## config.mk

```make
export PLATFORM = sky130hd
export DESIGN_NAME = fadd_arbiter
export DESIGN_NICKNAME = d
export VERILOG_FILES = /design/src/rtl/fadd_arbiter.sv
export SDC_FILE = /design/constraint.sdc
export NUM_CORES = 1
export LEC_CHECK = 0
export ABC_CLOCK_PERIOD_IN_PS = 3900
export CORE_AREA = 4 4 157 159
export DETAILED_ROUTE_END_ITERATION = 16
export DIE_AREA = 0 0 161 163
export PLACE_DENSITY = 0.58
export SLEW_MARGIN = 10
export SYNTH_ARGS = -nofsm -noshare
export SYNTH_HDL_FRONTEND = slang
export SYNTH_SLANG_ARGS = --single-unit
```

## constraint.sdc

```tcl
create_clock -name clk -period 3.9 [get_ports clk]
set_input_delay 0.585 -clock clk [delete_from_list [all_inputs] [get_ports clk]]
set_output_delay 0.585 -clock clk [all_outputs]
set_load 0.005 [all_outputs]
```

## src/rtl/fadd_arbiter.sv

```systemverilog
// fadd_arbiter: round-robin front end that shares one combinational fadd
// among NREQ requesters. One op (add or subtract) is accepted per cycle. The
// fadd result is tagged with the requester index and carried through a
// LAT-stage pipeline, then returned on a per-requester valid/ready handshake.
//
// Ports
//   clk, rstn                  clock, synchronous active-low reset
//   req_valid/req_ready        per-requester op handshake (ready is one-hot or 0)
//   req_s/req_t/req_sub        packed operands ([32*i+:32]) and subtract select
//   fadd_s/fadd_t              operands to the shared fadd (t sign-adjusted)
//   fadd_d/fadd_overflow       same-cycle fadd result
//   resp_valid/resp_ready      per-requester result handshake (valid one-hot or 0)
//   resp_d/resp_overflow       result word and its overflow flag
//   inflight                   ops accepted but not yet consumed
//   ovf_sticky/ovf_clr         sticky overflow of consumed results, and its clear
module fadd_arbiter #(
  parameter int unsigned NREQ = 4,
  parameter int unsigned LAT  = 2
) (
  input  logic                   clk,
  input  logic                   rstn,
  input  logic [NREQ-1:0]        req_valid,
  output logic [NREQ-1:0]        req_ready,
  input  logic [32*NREQ-1:0]     req_s,
  input  logic [32*NREQ-1:0]     req_t,
  input  logic [NREQ-1:0]        req_sub,
  output logic [31:0]            fadd_s,
  output logic [31:0]            fadd_t,
  input  logic [31:0]            fadd_d,
  input  logic                   fadd_overflow,
  output logic [NREQ-1:0]        resp_valid,
  input  logic [NREQ-1:0]        resp_ready,
  output logic [31:0]            resp_d,
  output logic                   resp_overflow,
  output logic [2:0]             inflight,
  output logic                   ovf_sticky,
  input  logic                   ovf_clr
);

  localparam int unsigned DATA_W = 32;
  localparam int unsigned TAG_W  = (NREQ > 1) ? $clog2(NREQ) : 1;
  localparam int unsigned CNT_W  = TAG_W + 1;

  // One pipeline stage: valid, requester tag, fadd result and overflow flag
  typedef struct packed {
    logic              vld;
    logic [TAG_W-1:0]  tag;
    logic [DATA_W-1:0] d;
    logic              ovf;
  } stage_t;

  stage_t [LAT-1:0]  stg_q;
  stage_t [LAT-1:0]  stg_nxt;
  stage_t            stg_in;
  stage_t            out_stg;

  logic [TAG_W-1:0]  ptr_q;
  logic [TAG_W-1:0]  gnt_idx;
  logic [CNT_W-1:0]  cand_sum;
  logic              gnt_found;
  logic              advance;
  logic              accept;
  logic              consume;

  logic [DATA_W-1:0] s_arr [NREQ];
  logic [DATA_W-1:0] t_arr [NREQ];

  // Unpacked views of the packed operand buses
  for (genvar i = 0; i < NREQ; i++) begin : g_split
    assign s_arr[i] = req_s[DATA_W*i +: DATA_W];
    assign t_arr[i] = req_t[DATA_W*i +: DATA_W];
  end

  assign out_stg = stg_q[LAT-1];

  // The whole pipeline moves only when the output slot is empty or being taken
  assign advance = !out_stg.vld || resp_ready[out_stg.tag];
  assign accept  = advance && gnt_found;
  assign consume = out_stg.vld && resp_ready[out_stg.tag];

  // Round-robin search starting just after the last granted requester
  always_comb begin
    gnt_found = 1'b0;
    gnt_idx   = '0;
    cand_sum  = '0;
    for (int unsigned k = 1; k <= NREQ; k++) begin
      cand_sum = {1'b0, ptr_q} + CNT_W'(k);
      if (cand_sum >= CNT_W'(NREQ)) begin
        cand_sum = cand_sum - CNT_W'(NREQ);
      end
      if (!gnt_found && req_valid[cand_sum[TAG_W-1:0]]) begin
        gnt_found = 1'b1;
        gnt_idx   = cand_sum[TAG_W-1:0];
      end
    end
  end

  // Ready goes only to the granted requester, and only if the pipe can move
  always_comb begin
    req_ready = '0;
    if (accept) begin
      req_ready[gnt_idx] = 1'b1;
    end
  end

  // Operand steering; with no grant gnt_idx is 0 so requester 0 is presented.
  // Subtraction is an add with t's sign bit flipped, whatever t encodes.
  assign fadd_s = s_arr[gnt_idx];
  assign fadd_t = {t_arr[gnt_idx][DATA_W-1] ^ req_sub[gnt_idx], t_arr[gnt_idx][DATA_W-2:0]};

  assign stg_in = '{vld: gnt_found, tag: gnt_idx, d: fadd_d, ovf: fadd_overflow};

  // Next pipeline contents when advancing: new entry in stage 1, rest shift up
  if (LAT == 1) begin : g_one_stage
    assign stg_nxt = stg_in;
  end else begin : g_multi_stage
    assign stg_nxt = {stg_q[LAT-2:0], stg_in};
  end

  // Pipeline, pointer, occupancy and sticky overflow state
  always_ff @(posedge clk) begin
    if (!rstn) begin
      stg_q      <= '0;
      ptr_q      <= TAG_W'(NREQ - 1);
      inflight   <= 3'd0;
      ovf_sticky <= 1'b0;
    end else begin
      if (advance) begin
        stg_q <= stg_nxt;
      end
      if (accept) begin
        ptr_q <= gnt_idx;
      end
      if (accept && !consume) begin
        inflight <= inflight + 3'd1;
      end else if (!accept && consume) begin
        inflight <= inflight - 3'd1;
      end
      // Clear wins over a same-cycle overflow
      if (ovf_clr) begin
        ovf_sticky <= 1'b0;
      end else if (consume && out_stg.ovf) begin
        ovf_sticky <= 1'b1;
      end
    end
  end

  // Response side is driven straight from the last stage
  always_comb begin
    resp_valid = '0;
    if (out_stg.vld) begin
      resp_valid[out_stg.tag] = 1'b1;
    end
  end

  assign resp_d        = out_stg.vld ? out_stg.d : '0;
  assign resp_overflow = out_stg.vld && out_stg.ovf;

endmodule

```

==> impl_metrics.yaml <==
outcome:
  status: "complete, no violations"
clock_tree:
  cts_buffer_depth: 2
  clock_tree.root_cell: "clkbuf_16"
  cts_tree: "done"
  post_cts_buffers: 0
  cts.reportedPaths.clkPinSlew_ps: 60
  cts_max_level: 3
  cts_resized: 0
  clock_latency_ps: 330
  ctsHoldBuffers: 0
  clock_sinks: 78
  cts_buffers: 9
setup_path:
  critical_path_arrival_ps: 3160
  critPathMaxFanout: 22
  critPathKind: "primary input to output pin"
  end_kind: "output pin"
  r2r_slack_ps: 1070
  required_ps: 3310
  start_kind: "primary input"
place:
  place_congestion: 0.9089
  dp_slack_ps: 149.2
  port_buffers: 412
  dp.cells: 1454
  dp_hpwl_um: 21220
  detailed_place.area_mm2: 0.009817
timing:
  setup_viol: 0
  hold_viol_final: 0
  rsz0062_at_grt: "false"
  fin_crit_sh_pct: 95.95
  tightest_slew_ps: 1057
  slew-limit-headroom_pct: 29.52
  tns_ps: 0
  fmax_mhz: 267.2
  finalCriticalPeriod_ps: 3742
  fin_skew_ps: 7.727
  slew_violations: 0
  final.setup.worst_slack_ps: 157.9
  hold_slack_ps: 441.5
global_route:
  grt-ovfl-total: 0
  grt.total_usage_pct: 18.48
  grt_pass1_wl_um: 37550
  antenna_found_initial: 13
  grt_pass1_vias: 6538
  grt_start_max_net_pins: 72
floorplanning:
  ios: 413
  die_x_um: 161
  fp-row-count: 56
  start_util_pct: 22.77
  dieArea_mm2: 0.02624
  core_area_mm2: 0.02326
  dieHeight_um: 163
power_and_ir_drop:
  leakage_nw: 3.767
  powerDensity_mw_per_mm2: 326.5
  ir_worst_vdd_mv: 0.1944
final_layout:
  syn_to_final_growth_pct: 91.64
  layout.nets: 1452
  final_area_mm2: 0.01015
  num-fill-cells: 2445
  final_cells: 1480
  drive_gt1_share_pct: 5.039
detailed_routing:
  drtPass1Iterations: 4
  wire_per_inst_um: 17.85
  vias: 6738
  drt-vias-per-instance: 4.553
  routed_wl_um: 26420
  drcViolationCount: 0
  drt_iter0_markers: 420
  drtAntennaViolNets: 0
yosys:
  syn_inst: 768
  synth_fp_nets: 1074
  synth_warnings: 0
  yosysUniqueCellTypes: 38
  syn_area_per_cell_um2: 6.896
  synth_seq_area_share_pct: 29.48
  netlist_area_mm2: 0.005296
  ys_ff_latch: 78
  synth_area_leader_cell: "dfxtp_1"
  yosys-top-cells-area: "dfxtp_1 (29%), nand2_1 (20%), a211oi_1 (8.2%), a31oi_1 (7.4%), and2_1 (6.3%)"
  synth_top_area_share_pct: 29.48
run:
  cap_violations: 0
min_path:
  hold_class: "register to register"
[where the power goes]
part | internal (mW) | switching [mW]
Clock | 0.517 | 0.331
Combinational | 0.896 | 0.672
Sequential | 0.859 | 0.0375
[routing by layer]
metal	share of wire [%]	vias to the layer above	track usage [%]
li1	-	3375	-
met1	40	3102	21.18
met2	51	237	31.64
met3	7.4	22	6.074
met4	1.8	2	7.871
met5	0.049	-	0
[cells by family (layout without fill, tap and decap cells)]
family	after synthesis	count (layout)	synth area share, %
buffers and inverters	75	458	6.166
AND/OR/NAND/NOR	395	395	33.40
multiplexers	3	3	0.8032
adder cells (fa/ha/maj)	2	2	0.6142
other	0	10	0
flip-flops	78	78	29.48
XOR/XNOR	3	3	0.4962
AO/OA/AOI/OAI	212	212	29.03
[metrics by stage]
stage,power (mW),utilization (%)
floorplan,1.554,-
global placement,2.497,42.20
detailed placement,2.494,42.20
CTS,3.365,43.52
global route,3.525,43.62
finish,3.314,43.63
[area by class of cell]
type	count	area [um^2]	area share (%)
sequential	78	1562	15.38
antenna	10	25.02	0.2465
clock inverter	6	68.82	0.6780
timing repair buffer	439	4397	43.32
multi-input combinational	615	3448	33.97
inverter	3	11.26	0.1109
tap	319	399.1	3.932
clock buffer	10	239.0	2.355
[flip-flops by register name, summed over array words and instances, names as in the netlist]
| name | flops |
|---|---|
| inflight | 3 |
| out_stg | 36 |
| ovf_sticky | 1 |
| ptr_q | 2 |
| stg_nxt | 36 |
[worst paths after layout]
| kind | to | depth (start not counted) | from |
|---|---|---|---|
| worst max register to register | inflight[2] | 10 | out_stg[33] |
| worst max-delay path | fadd_t[4] | 9 | req_valid[1] |
| worst min register to register | out_stg[5] | 2 | out_stg[5] |
| worst min-delay path | out_stg[5] | 2 | out_stg[5] |
[Yosys cell counts]
cell      count
a211oi_1     58
o21a_1        1
a31oi_1      63
buf_1         3
clkbuf_1     43
nand3_1       2
and3b_1       1
dfxtp_1      78
a21boi_1     34
fa_1          1
o22a_1        1
buf_2        24
ha_1          1
nor2_1        4
a21oi_1       3
mux2i_1       2
o21ai_1       2
or3_1         2
inv_1         3
and2_1       53
mux4_2        1
nor3_2        1
xor2_1        2
nand2b_1      3
a32oi_1       2
nand2_1     278
a21boi_0     39
nor2b_1       2
a211oi_2      6
o41ai_1       1
nor3_1        2
xnor2_1       1
buf_6         2
and3_1        1
o21ai_0       1
and2_0       44
o211ai_2      1
nor3b_1       2
[cells in the final DEF (no fill, tap or decap), drive strengths merged, types with 2 or more instances in the layout]
cell type      count
buf               28
nor2               4
mux2i              2
clkdlybuf4s50    411
a32oi              2
nor3b              2
or3                2
o21ai              3
diode             10
a211oi            64
nand3              2
a21oi              3
nand2b             3
a31oi             63
xor2               2
dfxtp             78
nand2            278
a21boi            73
nor2b              2
and2              97
clkbuf            10
inv                5
nor3               3
clkinv             2
[worst max-delay path, stage by stage]
cell and delay (ps):
clkdlybuf4s50_1 500, o211ai_2 180, o21ai_1 140, or3_4 510
buf_4 240, and2_0 170, a211oi_1 270, a31oi_1 90
clkdlybuf4s50_1 460
(Power assumes the default switching activity.)
